`src/rtl/uart_mmio_pkg.sv`:
```
`default_nettype none
// ============================================================================
//  Module      : uart_mmio_pkg
//  Description : Shared definitions for the memory-mapped UART transmitter:
//                register offsets, STATUS bit positions, FSM state encoding.
//  Revision    : 1.0 - initial release
// ============================================================================
package uart_mmio_pkg;

    // Register window offsets (byte address within the 8-byte window)
    localparam logic [2:0] TXDATA_OFFSET = 3'd0;
    localparam logic [2:0] STATUS_OFFSET = 3'd4;

    // STATUS register bit positions
    localparam int STATUS_FULL_BIT   = 0;
    localparam int STATUS_EMPTY_BIT  = 1;
    localparam int STATUS_ACTIVE_BIT = 2;
    localparam int STATUS_OVF_BIT    = 3;
    localparam int STATUS_COUNT_LSB  = 4;
    localparam int STATUS_COUNT_MSB  = 8;

    // Transmit FSM states
    typedef enum logic [1:0] {
        ST_IDLE  = 2'd0,
        ST_START = 2'd1,
        ST_DATA  = 2'd2,
        ST_STOP  = 2'd3
    } tx_state_t;

endpackage
`default_nettype wire

```
`src/rtl/uart_mmio_fifo.sv`:
```
`default_nettype none
// ============================================================================
//  Module      : fifo_sync
//  Description : Single-clock show-ahead FIFO. Read data always presents the
//                oldest entry; push is ignored when full, pop when empty.
//  Revision    : 1.0 - initial release
// ============================================================================
module fifo_sync #(
    parameter int WIDTH = 8,
    parameter int DEPTH = 8
) (
    input  logic                       clock,
    input  logic                       reset,
    input  logic                       push,
    input  logic [WIDTH-1:0]           wdata,
    input  logic                       pop,
    output logic [WIDTH-1:0]           rdata,
    output logic                       full,
    output logic                       empty,
    output logic [$clog2(DEPTH):0]     count
);
    localparam int AW = $clog2(DEPTH);
    localparam int CW = AW + 1;

    logic [WIDTH-1:0] r_mem [DEPTH];
    logic [AW-1:0]    r_wr_ptr;
    logic [AW-1:0]    r_rd_ptr;
    logic [CW-1:0]    r_count;
    logic             w_do_push;
    logic             w_do_pop;

    assign full      = (r_count == CW'(DEPTH));
    assign empty     = (r_count == '0);
    assign count     = r_count;
    assign rdata     = r_mem[r_rd_ptr];
    assign w_do_push = push && !full;
    assign w_do_pop  = pop && !empty;

    // Storage array; contents need no reset since count gates visibility
    always_ff @(posedge clock) begin
        if (w_do_push) begin
            r_mem[r_wr_ptr] <= wdata;
        end
    end

    // Pointers wrap naturally because DEPTH is a power of two
    always_ff @(posedge clock or negedge reset) begin
        if (!reset) begin
            r_wr_ptr <= '0;
            r_rd_ptr <= '0;
            r_count  <= '0;
        end else begin
            if (w_do_push) begin
                r_wr_ptr <= r_wr_ptr + AW'(1);
            end
            if (w_do_pop) begin
                r_rd_ptr <= r_rd_ptr + AW'(1);
            end
            r_count <= r_count + CW'(w_do_push) - CW'(w_do_pop);
        end
    end

endmodule
`default_nettype wire

```
`src/rtl/uart_mmio.sv`:
```
`default_nettype none
// ============================================================================
//  Module      : uart_mmio
//  Description : Memory-mapped 8N1 UART transmitter with TX FIFO, sticky
//                overflow flag and combinational STATUS read-back.
//  Revision    : 1.0 - initial release
// ============================================================================
module uart_mmio
    import uart_mmio_pkg::*;
#(
    parameter int          CLKS_PER_BIT = 104,
    parameter int          FIFO_DEPTH   = 8,
    parameter logic [31:0] BASE_ADDRESS = 32'h0000_1000
) (
    input  logic        clock,
    input  logic        reset,
    input  logic        mem_write,
    input  logic [31:0] address,
    input  logic [31:0] write_data,
    output logic        selected,
    output logic [31:0] read_data,
    output logic        tx,
    output logic        busy
);
    localparam int TIMER_W = $clog2(CLKS_PER_BIT);
    localparam int COUNT_W = $clog2(FIFO_DEPTH) + 1;
    localparam logic [TIMER_W-1:0] c_timer_last = TIMER_W'(CLKS_PER_BIT - 1);

    logic               w_is_status;
    logic               w_push_req;
    logic               w_push;
    logic               w_pop;
    logic               w_ovf_clear;
    logic               w_full;
    logic               w_empty;
    logic [COUNT_W-1:0] w_count;
    logic [COUNT_W-1:0] w_count_next;
    logic [7:0]         w_fifo_data;
    logic [31:0]        w_status;
    logic               w_bit_done;
    logic               w_unused;

    tx_state_t          r_state,   w_state_next;
    logic [TIMER_W-1:0] r_timer,   w_timer_next;
    logic [2:0]         r_bit_idx, w_bit_idx_next;
    logic [7:0]         r_shift,   w_shift_next;
    logic               r_tx,      w_tx_next;
    logic               r_overflow;
    logic               r_busy;

    // Address decode: bit 2 selects STATUS, bits [1:0] are don't-care
    assign selected    = (address[31:3] == BASE_ADDRESS[31:3]);
    assign w_is_status = (address[2] == STATUS_OFFSET[2]);
    assign w_push_req  = mem_write && selected && !w_is_status;
    assign w_push      = w_push_req && !w_full;
    assign w_ovf_clear = mem_write && selected && w_is_status && write_data[STATUS_OVF_BIT];
    assign w_unused    = ^{write_data[31:8], address[1:0]};

    assign tx   = r_tx;
    assign busy = r_busy;

    fifo_sync #(
        .WIDTH (8),
        .DEPTH (FIFO_DEPTH)
    ) u_fifo (
        .clock (clock),
        .reset (reset),
        .push  (w_push),
        .wdata (write_data[7:0]),
        .pop   (w_pop),
        .rdata (w_fifo_data),
        .full  (w_full),
        .empty (w_empty),
        .count (w_count)
    );

    // STATUS word and read mux; TXDATA reads as zero
    always_comb begin
        w_status = '0;
        w_status[STATUS_FULL_BIT]   = w_full;
        w_status[STATUS_EMPTY_BIT]  = w_empty;
        w_status[STATUS_ACTIVE_BIT] = (r_state != ST_IDLE);
        w_status[STATUS_OVF_BIT]    = r_overflow;
        w_status[STATUS_COUNT_MSB:STATUS_COUNT_LSB] = 5'(w_count);
        read_data = (selected && w_is_status) ? w_status : '0;
    end

    // Transmit FSM next-state: a frame starts the same edge the FIFO pops
    always_comb begin
        w_state_next   = r_state;
        w_timer_next   = r_timer;
        w_bit_idx_next = r_bit_idx;
        w_shift_next   = r_shift;
        w_tx_next      = r_tx;
        w_pop          = 1'b0;
        w_bit_done     = (r_timer == c_timer_last);
        case (r_state)
            ST_IDLE: begin
                if (!w_empty) begin
                    w_pop        = 1'b1;
                    w_shift_next = w_fifo_data;
                    w_tx_next    = 1'b0;
                    w_timer_next = '0;
                    w_state_next = ST_START;
                end
            end
            ST_START: begin
                if (w_bit_done) begin
                    w_timer_next   = '0;
                    w_bit_idx_next = '0;
                    w_tx_next      = r_shift[0];
                    w_state_next   = ST_DATA;
                end else begin
                    w_timer_next = r_timer + TIMER_W'(1);
                end
            end
            ST_DATA: begin
                if (w_bit_done) begin
                    w_timer_next = '0;
                    if (r_bit_idx == 3'd7) begin
                        w_tx_next    = 1'b1;
                        w_state_next = ST_STOP;
                    end else begin
                        w_bit_idx_next = r_bit_idx + 3'd1;
                        w_shift_next   = {1'b0, r_shift[7:1]};
                        w_tx_next      = r_shift[1];
                    end
                end else begin
                    w_timer_next = r_timer + TIMER_W'(1);
                end
            end
            ST_STOP: begin
                if (w_bit_done) begin
                    w_timer_next = '0;
                    if (!w_empty) begin
                        // Chain straight into the next frame, no idle gap
                        w_pop        = 1'b1;
                        w_shift_next = w_fifo_data;
                        w_tx_next    = 1'b0;
                        w_state_next = ST_START;
                    end else begin
                        w_state_next = ST_IDLE;
                    end
                end else begin
                    w_timer_next = r_timer + TIMER_W'(1);
                end
            end
            default: w_state_next = ST_IDLE;
        endcase
    end

    assign w_count_next = w_count + COUNT_W'(w_push) - COUNT_W'(w_pop);

    // FSM, shifter, line and busy registers
    always_ff @(posedge clock or negedge reset) begin
        if (!reset) begin
            r_state   <= ST_IDLE;
            r_timer   <= '0;
            r_bit_idx <= '0;
            r_shift   <= '0;
            r_tx      <= 1'b1;
            r_busy    <= 1'b0;
        end else begin
            r_state   <= w_state_next;
            r_timer   <= w_timer_next;
            r_bit_idx <= w_bit_idx_next;
            r_shift   <= w_shift_next;
            r_tx      <= w_tx_next;
            r_busy    <= (w_state_next != ST_IDLE) || (w_count_next != '0);
        end
    end

    // Sticky overflow: a dropped push outranks a software clear
    always_ff @(posedge clock or negedge reset) begin
        if (!reset) begin
            r_overflow <= 1'b0;
        end else if (w_push_req && w_full) begin
            r_overflow <= 1'b1;
        end else if (w_ovf_clear) begin
            r_overflow <= 1'b0;
        end
    end

endmodule
`default_nettype wire

```
`config.mk`:
```
export PLATFORM = sky130hd
export DESIGN_NAME = uart_mmio
export DESIGN_NICKNAME = d
export VERILOG_FILES = /design/src/rtl/uart_mmio_pkg.sv /design/src/rtl/uart_mmio_fifo.sv /design/src/rtl/uart_mmio.sv
export SDC_FILE = /design/constraint.sdc
export NUM_CORES = 1
export LEC_CHECK = 0
export ABC_AREA = 1
export ABC_CLOCK_PERIOD_IN_PS = 5400
export BUFFER_PORTS_ARGS = -buffer_cell sky130_fd_sc_hd__buf_2
export CAP_MARGIN = 5
export CORE_ASPECT_RATIO = 0.7
export CORE_UTILIZATION = 45
export DETAILED_ROUTE_END_ITERATION = 8
export GPL_TIMING_DRIVEN = 0
export PLACE_DENSITY = 0.73
export SKIP_CTS_REPAIR_TIMING = 1
export SKIP_LAST_GASP = 1
export SLEW_MARGIN = 20
export SYNTH_ARGS = -nofsm -noshare
export SYNTH_HDL_FRONTEND = slang
export SYNTH_SLANG_ARGS = --single-unit
```
`constraint.sdc`:
```
create_clock -name clock -period 5.4 [get_ports clock]
set_clock_uncertainty 0.2 [all_clocks]
set_input_delay 0.27 -clock clock [delete_from_list [all_inputs] [get_ports clock]]
set_output_delay 0.27 -clock clock [all_outputs]
set_load 0.02 [all_outputs]
```
==> results.sh <==
export IMPL_outcome="finished, violations left"
export IMPL_violations="negative hold slack"
export IMPL_clk_latency_ns=0.35
export IMPL_slew_viol_final=0
export IMPL_cts_sinks=97
export IMPL_min_path_type="input port to register"
export IMPL_grt_pass1_wl_mm=17.2
export IMPL_clockBufferDepth=2
export IMPL_yosysMostFrequentCell="nand2_1"
export IMPL_rsz0062_at_grt="no"
export IMPL_numCtsBuffers=9
export IMPL_holdWs_ns=-0.0100
export IMPL_synth_edf_count=64
export IMPL_ys_top_cells_by_count="nand2_1, nor2_1, edfxtp_1"
export IMPL_setup_ws_ns=2.30
export IMPL_ys_flop_type="edfxtp_1"
export IMPL_cap_violations=0
export IMPL_synthDominantCellAreaShare=0.378
export IMPL_ys_seq_area_frac=0.540
export IMPL_worstHoldStart="write_data[6]"
export IMPL_globalRouteMet1Util=0.260
export IMPL_avgSynthCellArea_um2=9.30
export IMPL_cp_end_kind="register"
export IMPL_overflow=0
export IMPL_ys_async_sr_fraction=0.340
export IMPL_synth_distinct_cells=38
export IMPL_antenna_cells=0
export IMPL_synth_cells=547
export IMPL_hold_violations=8
export IMPL_die_height_um=91.0
export IMPL_viasPerCell=4.83
export IMPL_io_buffers=51
export IMPL_synthTopCellsByArea="edfxtp_1, dfrtp_1, nand2_1"
export IMPL_ys_warnings_count=0
export IMPL_met3_usage=0.0454
export IMPL_fp_row_count=32
export IMPL_root_buffer="clkbuf_16"
export IMPL_synth_top_area_cell="edfxtp_1"
export IMPL_place_hpwl_mm=7.62
export IMPL_path_class="register to register"
export IMPL_gr_usage_all_layers=0.194
export IMPL_arrival_ns=3.12
export IMPL_p_leak_uw=0.00263
export IMPL_min_to="u_fifo.r_mem[4][6]"
export IMPL_design_core_area_um2=11000
export IMPL_critical_path_startpoint_type="register"
export IMPL_hold_path_depth=1
export IMPL_use_met2=0.305
export IMPL_initial_core_util=0.462
export IMPL_drc=0
export IMPL_power_uw=1550
export IMPL_tritoncts="yes"
export IMPL_layout_drive_gt1_share=0.205
export IMPL_grt_max_degree=34
export IMPL_tightest_slew_ns=0.919
export IMPL_drtPass1Iterations=4
export IMPL_fmax_mhz=323
export IMPL_io_pins=102
export IMPL_h_tree_depth=3
export IMPL_dp_slack_ns=2.29
export IMPL_ys_seq_elements=97
export IMPL_r2r_end="busy"
export IMPL_setup_tns_ns=0
export IMPL_synth_area_um2=5090
export IMPL_wl_mm=10.5
export IMPL_die_area_um2=11700
export IMPL_fin_crit_sh=0.573
export IMPL_ff2ff_path_depth=15
export IMPL_setup_viol=0
export IMPL_dr_first_iter_drc_count=274
export IMPL_die_w_um=129
export IMPL_area_delta_synth_final_pct=17.5
export IMPL_fin_crit_ns=3.10
export IMPL_vdd_ir_drop_max_v=0.000168
export IMPL_routedWlPerCell_um=13.2
export IMPL_fin_nets=723
export IMPL_critPathMaxFanout=5
export IMPL_relSlewSlack=0.385
export IMPL_grt_busiest_layer="met2"
export IMPL_power_density_nw_per_um2=260
export IMPL_antenna_left=0
export IMPL_vias=3832
export IMPL_path_clk_slew_ns=0.07
export IMPL_r2r_start="r_state[0]"
export IMPL_place_gp_congestion=0.818
export IMPL_grt_pass1_vias=3600
export IMPL_cp_required_ns=5.42
export IMPL_antenna_found_initial=0
export IMPL_r2r_slack_ns=2.30
-- worst max path at each step --
| stage | start | endpoint |
|---|---|---|
| after global routing | r_state[1] | busy |
| after CTS | r_state[1] | busy |
| final | r_state[0] | busy |
| after global placement | r_state[0] | busy |
| after detailed placement | r_state[1] | busy |
| after floorplan | r_state[0] | busy |
-- flip-flops by register name, summed over array words and instances, names as in the netlist --
name and cells:
u_fifo.r_mem 64, r_shift 8, r_timer 7, u_fifo.count 4, r_bit_idx 3, u_fifo.r_rd_ptr 3, u_fifo.r_wr_ptr 3, r_state 2
busy 1, r_overflow 1, tx 1
-- power breakdown --
part           internal (µW)  leakage, µW  total [µW]  switching, µW
Sequential               793     0.000968         793       0.000491
Combinational           27.3      0.00151        68.3           41.0
Clock                    410     0.000153         691            282
-- layout make-up --
type,count,area (µm²)
Fill cell,978,5030
Sequential cell,97,2750
Multi-Input combinational cell,374,1940
Timing Repair Buffer,54,285
Buffer,38,251
Inverter,61,230
Clock buffer,9,225
Tap cell,153,191
Clock inverter,7,101
-- per-layer routing --
layer	vias to the layer above	wire (µm)
li1	1927	-
met3	18	738
met2	132	4770
met1	1755	4800
met4	0	167
met5	-	0
-- placed cells by master, fill, tap and decap left out, types with 2 or more instances in the layout --
cell,instances
nor3_2,4
nor2_1,88
xor2_1,7
fa_1,2
o21ai_1,7
clkinvlp_4,2
o21ai_0,40
nand2_1,103
ha_1,19
nand2_2,6
a21oi_1,5
buf_2,60
nand3_1,22
inv_2,2
nand4_1,4
conb_1,24
nor2_4,2
clkbuf_1,3
inv_6,2
edfxtp_1,64
dfrtp_1,32
bufinv_16,2
dlygate4sd3_1,3
nor2_2,8
o22ai_1,15
clkbuf_16,9
nand3_4,2
inv_1,57
nor3_1,4
buf_4,24
xnor2_1,2
o211ai_1,4
-- per-stage QoR --
stage          hold WS [ns]  utilization  cell area [µm²]  std cells
4_1_cts              -0.194        0.540             5950        790
6_report            -0.0100        0.543             5980        793
3_5_place_dp          0.178        0.510             5620        774
2_1_floorplan        -0.226            -             5170        570
3_3_place_gp          0.172        0.510             5620        774
5_1_grt            0.000364        0.543             5980        793
-- kinds of logic after synthesis --
group | count (synthesis) | synth area share
AOI/OAI and AO/OA | 74 | 0.0807
xor gates and xnor gates | 9 | 0.0155
adders and majority gates | 21 | 0.0546
buffers and inverters | 99 | 0.0947
DFF | 97 | 0.540
other | 1 | 0.000737
and+or+nand+nor | 246 | 0.213
-- worst max-delay path, stage by stage, from the launching register on --
cell	delay [ns]
dfrtp_1	0.42
inv_1	0.11
ha_1	0.36
nor3_1	0.25
nand2_2	0.12
inv_2	0.09
ha_1	0.22
inv_1	0.06
ha_1	0.15
inv_1	0.06
fa_1	0.48
nand2_1	0.06
nor2_1	0.09
o211ai_1	0.09
nor2_1	0.11
nand3_1	0.09
Power figures use the tool's default switching activity.
